File: src/rtl/thermo_pkg.sv
// Shared definitions for the thermometer front end, the converter and their benches.
package thermo_pkg;

  localparam int unsigned THERMO_W = 7;

  typedef logic [THERMO_W-1:0] thermo_t;

  typedef enum logic [0:0] {
    StEmpty,
    StFull
  } hs_state_e;

  // Legal codes are 0..01..1, so adding one leaves no bit in common with the code.
  function automatic logic is_thermo(thermo_t code);
    return ((code + THERMO_W'(1)) & code) == '0;
  endfunction

  function automatic logic maj3(logic a, logic b, logic c);
    return (a & b) | (a & c) | (b & c);
  endfunction

endpackage

File: src/rtl/thermo_sampler_if.sv
// Delivery side of thermo_sampler: committed code, valid/ready pair and status pulses.
interface thermo_sampler_if #(
  parameter int unsigned WIDTH = thermo_pkg::THERMO_W
) ();

  logic [WIDTH-1:0] code_o;
  logic             valid_o;
  logic             ready_i;
  logic             bubble_o;
  logic             overrun_o;

  modport master (
    output code_o,
    output valid_o,
    output bubble_o,
    output overrun_o,
    input  ready_i
  );

  modport slave (
    input  code_o,
    input  valid_o,
    input  bubble_o,
    input  overrun_o,
    output ready_i
  );

endinterface

File: src/rtl/thermo_bubble_fix.sv
// Combinational bubble corrector. THERMO_BUBBLE_FIX_EN selects the 3-input majority
// filter; otherwise the code passes through unchanged.
module thermo_bubble_fix
  import thermo_pkg::*;
#(
  parameter int unsigned WIDTH = THERMO_W
) (
  input  logic [WIDTH-1:0] raw_i,
  output logic [WIDTH-1:0] fixed_o
);

`ifdef THERMO_BUBBLE_FIX_EN
  // Pad below with 1 and above with 0 so the end bits see a legal neighbour.
  logic [WIDTH+1:0] ext;
  assign ext = {1'b0, raw_i, 1'b1};

  always_comb begin
    fixed_o = '0;
    for (int i = 0; i < WIDTH; i++) begin
      fixed_o[i] = maj3(ext[i], ext[i+1], ext[i+2]);
    end
  end
`else
  assign fixed_o = raw_i;
`endif

endmodule

File: src/rtl/thermo_sampler.sv
// Comparator-bank front end: synchronise, strobe, debounce and hand each new code downstream.
// Build option THERMO_BUBBLE_FIX_EN enables bubble correction in thermo_bubble_fix.
module thermo_sampler
  import thermo_pkg::*;
#(
  parameter int unsigned WIDTH      = THERMO_W,
  parameter int unsigned SAMPLE_DIV = 4,
  parameter int unsigned STABLE_CNT = 2
) (
  input  logic             clk,
  input  logic             rst_n,
  input  logic             en,
  input  logic [WIDTH-1:0] comp_raw,
  thermo_sampler_if.master bus
);

  localparam int unsigned DivW = (SAMPLE_DIV > 1) ? $clog2(SAMPLE_DIV) : 1;
  localparam int unsigned CntW = $clog2(STABLE_CNT + 1);
  localparam logic [DivW-1:0] DivLast = DivW'(SAMPLE_DIV - 1);
  localparam logic [CntW-1:0] CntSat  = CntW'(STABLE_CNT);

  logic [WIDTH-1:0] sync1_q, sync1_d, sync2_q, sync2_d;
  logic [DivW-1:0]  div_q, div_d;
  logic [WIDTH-1:0] cand_q, cand_d;
  logic [CntW-1:0]  cnt_q, cnt_d, prev_cnt;
  logic [WIDTH-1:0] code_q, code_d;
  logic             bubble_q, bubble_d;
  logic             overrun_q, overrun_d;
  hs_state_e        state_q, state_d;
  logic [WIDTH-1:0] sample;
  logic             strobe, commit;

  thermo_bubble_fix #(
    .WIDTH (WIDTH)
  ) u_fix (
    .raw_i   (sync2_q),
    .fixed_o (sample)
  );

  assign strobe = en & (div_q == DivLast);

  always_comb begin
    sync1_d  = comp_raw;
    sync2_d  = sync1_q;
    div_d    = '0;
    if (en && (div_q != DivLast)) begin
      div_d = div_q + DivW'(1);
    end
    bubble_d = strobe & ~is_thermo(sync2_q);
  end

  // Debounce: a candidate must survive STABLE_CNT strobes; the commit fires only on the
  // strobe that reaches the threshold, and only for a code not already on the output.
  always_comb begin
    cand_d   = cand_q;
    cnt_d    = cnt_q;
    prev_cnt = '0;
    commit   = 1'b0;
    if (!en) begin
      cand_d = code_q;
      cnt_d  = CntSat;
    end else if (strobe) begin
      prev_cnt = (sample != cand_q) ? '0 : cnt_q;
      cnt_d    = (prev_cnt == CntSat) ? CntSat : prev_cnt + CntW'(1);
      cand_d   = sample;
      commit   = (cnt_d == CntSat) && (prev_cnt != CntSat) && (sample != code_q);
    end
  end

  always_comb begin
    state_d   = state_q;
    code_d    = code_q;
    overrun_d = 1'b0;
    unique case (state_q)
      StEmpty: begin
        if (commit) begin
          code_d  = sample;
          state_d = StFull;
        end
      end
      StFull: begin
        if (bus.ready_i) begin
          if (commit) begin
            code_d = sample;
          end else begin
            state_d = StEmpty;
          end
        end else if (commit) begin
          overrun_d = 1'b1;
        end
      end
      default: state_d = StEmpty;
    endcase
  end

  always_ff @(posedge clk or negedge rst_n) begin
    if (!rst_n) begin
      sync1_q   <= '0;
      sync2_q   <= '0;
      div_q     <= '0;
      cand_q    <= '0;
      cnt_q     <= CntSat;
      code_q    <= '0;
      bubble_q  <= 1'b0;
      overrun_q <= 1'b0;
      state_q   <= StEmpty;
    end else begin
      sync1_q   <= sync1_d;
      sync2_q   <= sync2_d;
      div_q     <= div_d;
      cand_q    <= cand_d;
      cnt_q     <= cnt_d;
      code_q    <= code_d;
      bubble_q  <= bubble_d;
      overrun_q <= overrun_d;
      state_q   <= state_d;
    end
  end

  assign bus.code_o    = code_q;
  assign bus.valid_o   = (state_q == StFull);
  assign bus.bubble_o  = bubble_q;
  assign bus.overrun_o = overrun_q;

endmodule

File: src/flat_wrapper.sv
// flat-port wrapper written by rule: the top's interface ports become plain ports
module thermo_sampler_flat import thermo_pkg::*;
#(
  parameter int unsigned WIDTH      = THERMO_W,
  parameter int unsigned SAMPLE_DIV = 4,
  parameter int unsigned STABLE_CNT = 2
)
  (clk, rst_n, en, comp_raw, bus_code_o, bus_valid_o, bus_bubble_o, bus_overrun_o, bus_ready_i);
  thermo_sampler_if #(.WIDTH(WIDTH)) bus_i ();
  input  logic clk;
  input  logic rst_n;
  input  logic en;
  input  logic [WIDTH-1:0] comp_raw;
  output wire logic [$bits(bus_i.code_o)-1:0] bus_code_o;
  output wire logic [$bits(bus_i.valid_o)-1:0] bus_valid_o;
  output wire logic [$bits(bus_i.bubble_o)-1:0] bus_bubble_o;
  output wire logic [$bits(bus_i.overrun_o)-1:0] bus_overrun_o;
  input wire logic [$bits(bus_i.ready_i)-1:0] bus_ready_i;
  assign bus_code_o = bus_i.code_o;
  assign bus_valid_o = bus_i.valid_o;
  assign bus_bubble_o = bus_i.bubble_o;
  assign bus_overrun_o = bus_i.overrun_o;
  assign bus_i.ready_i = bus_ready_i;
  thermo_sampler #(.WIDTH(WIDTH), .SAMPLE_DIV(SAMPLE_DIV), .STABLE_CNT(STABLE_CNT)) u_core (.clk(clk), .rst_n(rst_n), .en(en), .comp_raw(comp_raw), .bus(bus_i));
endmodule
File: config.mk
export PLATFORM = sky130hd
export DESIGN_NAME = thermo_sampler_flat
export DESIGN_NICKNAME = d
export VERILOG_FILES = /design/src/rtl/thermo_pkg.sv /design/src/rtl/thermo_sampler_if.sv /design/src/rtl/thermo_bubble_fix.sv /design/src/rtl/thermo_sampler.sv /design/src/flat_wrapper.sv
export SDC_FILE = /design/constraint.sdc
export NUM_CORES = 1
export LEC_CHECK = 0
export ABC_AREA = 1
export CORE_UTILIZATION = 53
export CTS_CLUSTER_SIZE = 10
export DETAILED_ROUTE_END_ITERATION = 12
export MAX_ROUTING_LAYER = met4
export PLACE_DENSITY = 0.78
export SYNTH_ARGS = -nofsm -noshare
export SYNTH_HDL_FRONTEND = slang
export SYNTH_SLANG_ARGS = --single-unit
export TNS_END_PERCENT = 1
File: constraint.sdc
create_clock -name clk -period 2.15 [get_ports clk]
set_input_delay 0.43 -clock clk [delete_from_list [all_inputs] [get_ports clk]]
set_output_delay 0.43 -clock clk [all_outputs]
set_load 0.05 [all_outputs]
Word-level counts from Yosys, hierarchy flattened. Cells that the tools add are included.

Flip-flop bits (word level): 35. Bits of input ports: 11. Output and inout bits: 10. Word-level logic and storage cells: 47.

$add $sub $neg: 3. Equality and inequality tests: 9. Muxes and demuxes: 17. Bitwise gates (word level): 5. Reduce and logical (&&, ||, !) cells: 4.

Operator list (count): 2-to-1 mux 7 bit (4); inequality test 7 bit (2); one-hot mux 7 bit (2 select lines) (1); 2-to-1 mux 2 bit (5); adder 7 x 1 -> 7 bit, second input constant (1); AND 7 bit (1); logical NOT 7 bit (1); equality test 2 bit, second input constant (3); 2-to-1 mux 1 bit (6); inequality test 2 bit, second input constant (3); adder 2 x 1 -> 2 bit, second input constant (2); logical AND 1 bit (3); AND 1 bit (2); inequality test 2 x 1 -> 1 bit, second input constant (1); NOT 1 bit (2); one-hot mux 1 bit (2 select lines) (1).

Depth between registers and ports, before layout. Gate-level depths: netlist of the first run.

Depth after elaboration: 12. Mapped depth: 11.

Cells and area by module. A second synthesis of the first run with hierarchy kept.

Cells, all modules: 156. Area total of the unflattened synthesis: 1562.7 um^2.

By module, submodules not included: thermo_sampler (times used 1, cells an instance 149, area each 1510.2 um^2, seq. area each 877.1 um^2); thermo_bubble_fix (times used 1, cells an instance 7, area each 52.6 um^2, seq. area each 0.0 um^2).

Worst setup path before layout of the first run. Ideal clock, no wire load.

Kind: reg2reg. Start point: register u_core.sync2_q[1]. End point: register u_core.code_q[0] (netlist: u_core.bus.code_o[0]). Library setup time: 0.120 ns. Data arrival time: 1.655 ns. Data required time: 2.030 ns. Slack: 0.375 ns. Stages on the path, launching flop included: 12. Buffers on the path: 0. Clock period less this slack: 1.775 ns. Cell sequence: dfrtp_1 -> xor2_1 -> nand2b_1 -> nor3_1 -> nand3_1 -> inv_1 -> ha_1 -> inv_1 -> nor2_4 -> nand3_4 -> nand2_1 -> nand2_1.

Cells in the longest elaborated chain, start to end: 12.

RTL lines: from (decl) (line thermo_sampler.sv:22) `logic [WIDTH-1:0] sync1_q, sync1_d, sync2_q, sync2_d;`; from (signal assigned) (line thermo_sampler.sv:109) `sync2_q <= sync2_d;`; inequality test 7 bit (line thermo_sampler.sv:63) `prev_cnt = (sample != cand_q) ? '0 : cnt_q;`; 2-to-1 mux 2 bit (line thermo_sampler.sv:63); adder 2 x 1 -> 2 bit / equality test 2 bit (equally long branches) (line thermo_sampler.sv:64) `cnt_d = (prev_cnt == CntSat) ? CntSat : prev_cnt + CntW'(1);`; 2-to-1 mux 2 bit (line thermo_sampler.sv:64); equality test 2 bit (line thermo_sampler.sv:66) `commit = (cnt_d == CntSat) && (prev_cnt != CntSat) && (sample != code_q);`; logical AND 1 bit (line thermo_sampler.sv:66); logical AND 1 bit * (line thermo_sampler.sv:66); 2-to-1 mux 1 bit * (line thermo_sampler.sv:62) `end else if (strobe) begin`; 2-to-1 mux 1 bit * (line thermo_sampler.sv:59) `if (!en) begin`; 2-to-1 mux 7 bit *; 2-to-1 mux 7 bit; one-hot mux 7 bit (2 select lines) *; to (signal assigned) (line thermo_sampler.sv:113) `code_q <= code_d;`; to (decl) (line thermo_sampler.sv:26) `logic [WIDTH-1:0] code_q, code_d;`.

Mark *: on every way between the ends. The rest lies on a longest branch, timed or not. The select of a mux whose other input is x is not followed. A chain may end at the register's enable or synchronous reset.

Worst setup path in the final report of the first run.
Start point: register u_core.code_q[0] (netlist: u_core.bus.code_o[0]). End point: output port bus_code_o[0].

RTL lines: to (decl) (line flat_wrapper.sv:14) `output wire logic [$bits(bus_i.code_o)-1:0] bus_code_o;`.

No word-level cell between the ends.

==> results.toml, run 1 <==
[worst_setup_path]
critPathLaunch = "u_core.bus.code_o[0]"
crit_path_end_kind = "output pin"
crit_type = "reg -> out"
cp-start-kind = "flop"
crit_family = "buffers and inverters"
worst_ep_required_time_ns = 1.72
critPathArrivalTime_ns = 1.62
cp.buffers_inverters = 1
critical-path-slowest-cell = "sky130_fd_sc_hd__clkdlybuf4s50_1"
path_cells = "clkdlybuf4s50_1"
r2r_start = "u_core.sync2_q[1]"
critical_path.max_stage_delay_ns = 0.83
crit_fanout = 4

[timing]
maxClockFrequency_mhz = 487.0
min_period_over_period = 0.9551
slew_headroom = 0.6533
finalSetupViolCount = 0
post-route-min-period_ns = 2.053
final-hold-violation-count = 0
timing_max_transition_violations_final = 0
timing.clock.skew_ns = 0.01540
timing.setup.tns_ns = 0
timing_worst_slew_pin_value_ns = 0.5184

[global_route]
grt_first_pass_wirelength_microns = 5395
grt_pass1_vias = 1158
grt_start_max_net_pins = 36
grt.overflow.total = 0
antenna_found_initial = 0
grt_usage = 0.2380

[logic_synthesis]
netlist_area_before_placement_sq_um = 1503
ys.flop_type = "sky130_fd_sc_hd__dfrtp_1"
post_synth_most_frequent_cells = "47 x sky130_fd_sc_hd__nand2_1, 34 x sky130_fd_sc_hd__dfrtp_1, 12 x sky130_fd_sc_hd__inv_1"
synth.most_common_cell = "sky130_fd_sc_hd__nand2_1"
yosys.area.top_type = "sky130_fd_sc_hd__dfrtp_1"
number_of_nets_produced_by_synthesis = 163
ys.warnings.count = 0
synth_edf_count = 0
ys_ff_latch = 35
yosysSeqAreaShare = 0.5837
netlist.area_leader.share = 0.5662
ys_async_sr_fraction = 1.000
syn-mean-instance-area_sq_um = 10.09
yosysUniqueCellTypes = 23
synthCells = 149
synth_top_cells_by_area = "sky130_fd_sc_hd__dfrtp_1 57%, sky130_fd_sc_hd__nand2_1 12%, sky130_fd_sc_hd__xor2_1 3.5%"

[pwr]
power.total_mw = 1.216
power.leakage_nw = 0.9144
worst_ir_drop_vdd_mv = 0.5129
power-per-cell-area_nw_per_um2 = 653.8

[floorplanning]
die_height_microns = 55.25
start_util = 0.5853
pin_count = 21
fp.coreArea_sq_um = 2567
core.rowCount = 18
floorplan.die.width_microns = 55.25
die_area_sq_um = 3052

[finish]
antennaDiodeCount = 0
final_layout_size_suffix_gt1_frac = 0.1630
post_layout_nonfiller_instances = 214
area_delta_synth_final_pct = 23.73
finish.utilization = 0.7242
nets = 197
filler_cell_count = 194

[status]
outcome = "finished clean"

[clock_tree]
source_to_sink_clock_delay_at_the_later_pin_of_the_worst_skew_pair_ns = 0.34
cts.sinks = 35
clkSlewWorstSetupHoldPaths_ns = 0.11
cts-buffers-inserted = 5
htreeDepth = 2
clock_tree.root_cell = "sky130_fd_sc_hd__clkbuf_4"
tritoncts = "yes"
cts_max_path_buffers = 2

[drt]
drc = 0
route.detailed.wl_per_inst_microns = 14.06
drt_iter0_markers = 38
drt_wl_total_microns = 3009
drtAntennaViolNets = 0
drt_first_pass_iters = 4
avgViaCountPerCell = 5.425
via_count = 1161

[placement]
place.detailed.instances = 203
gp_congestion = 0.8588
port-buffer-count = 20
detailed_place_hpwl_microns = 2210

[min_path]
hp-start = "u_core.sync1_q[0]"
timing.hold.worst.class = "reg -> reg"

[flow_run]
max-cap-violations = 0
[cells in the final DEF, fill, tap and decap left out]
master                            count
sky130_fd_sc_hd__nor2_2               4
sky130_fd_sc_hd__ha_1                 3
sky130_fd_sc_hd__buf_4                8
sky130_fd_sc_hd__o21ai_0              2
sky130_fd_sc_hd__xor2_1               6
sky130_fd_sc_hd__inv_1               12
sky130_fd_sc_hd__nand2_1             47
sky130_fd_sc_hd__nand3_1              5
sky130_fd_sc_hd__nand4_1              7
sky130_fd_sc_hd__nand2b_1             1
sky130_fd_sc_hd__nor2_1               4
sky130_fd_sc_hd__clkbuf_8             2
sky130_fd_sc_hd__clkbuf_1             1
sky130_fd_sc_hd__o22ai_1              1
sky130_fd_sc_hd__and3b_1              1
sky130_fd_sc_hd__dfrtp_2              1
sky130_fd_sc_hd__nor2_4               1
sky130_fd_sc_hd__xnor2_1              4
sky130_fd_sc_hd__clkdlybuf4s50_1     20
sky130_fd_sc_hd__clkbuf_4             5
sky130_fd_sc_hd__dfstp_2              1
sky130_fd_sc_hd__nand2_2              2
sky130_fd_sc_hd__dfrtp_1             33
sky130_fd_sc_hd__nor3_1               2
sky130_fd_sc_hd__o221ai_1             4
sky130_fd_sc_hd__nand3_4              2
sky130_fd_sc_hd__o22a_1               1
sky130_fd_sc_hd__inv_2                4
[state kept, by name, indices dropped and copies added, names as in the netlist]
signal and count:
u_core.cand_q 7, u_core.sync2_q 7, u_core.cnt_q 2, u_core.sync1_q 7, u_core.bus.code_o 7, u_core.div_q 2
u_core.bus.bubble_o 1, u_core.bus.overrun_o 1, u_core.bus.valid_o 1
[metal layers]
layer	vias up	share of wire	track usage
met3	7	0.077	0.05386
met2	52	0.48	0.3528
li1	550	-	-
met4	0	0.022	0.1143
met5	-	0	-
met1	552	0.43	0.3117
[final timing paths]
path | to | slack, ns | cells past startpoint
hold reg to reg | u_core.sync2_q[0] | 0.35 | 0
max in group asynchronous | u_core.cnt_q[1] | 1.33 | 2
hold / removal | u_core.sync2_q[0] | 0.35 | 0
setup / recovery | bus_code_o[0] | 0.1 | 1
setup reg to reg | u_core.bus.overrun_o | 0.22 | 11
min in group asynchronous | u_core.sync2_q[2] | 0.48 | 2
[area by class of cell]
cell class | instances | area [sq um] | share of cell area
clock buffer | 8 | 68.82 | 0.03701
inverter | 16 | 60.06 | 0.03230
multi-input combinational | 97 | 554.3 | 0.2981
sequential | 35 | 878.3 | 0.4724
tap | 30 | 37.54 | 0.02019
timing repair buffer | 28 | 260.3 | 0.1400
[kinds of logic (layout without fill, tap and decap cells)]
logic type,Yosys count,after routing,synth area share
flip-flops,35,35,0.5837
XOR/XNOR,10,10,0.05828
AND/OR/NAND/NOR,76,76,0.2456
AO/OA/AOI/OAI,8,8,0.03997
adder cells (fa/ha/maj),3,3,0.02498
buffers and inverters,17,52,0.04745
[stage by stage]
stage	hold WS, ns	setup slack [ns]	instance area (sq um)
after floorplan	0.1344	0.3750	1503
after global placement	0.3315	0.2282	1767
after detailed placement	0.3355	0.1721	1767
after CTS	0.3600	0.08529	1836
after global routing	0.3508	-0.002196	1859
final	0.3491	0.09651	1859
[power breakdown]
part / switching (mW) / internal [mW]
Clock: 0.213 / 0.192
Combinational: 0.0578 / 0.0487
Sequential: 0.0183 / 0.685
Total: 0.289 / 0.926
[repair_timing]
action	CTS	global route
setup buffers	0	3
endpoints found under the setup margin	0	7
resized for setup	0	1
hold buffers	0	0
No activity file was read; power rests on OpenSTA's default activity.
==> inputs of run 2 (changes only) <==
SLEW_MARGIN = 25   (was unset)
==> results of run 2 <==
No change in the layout: final DEF, timing and power equal those of run 1.
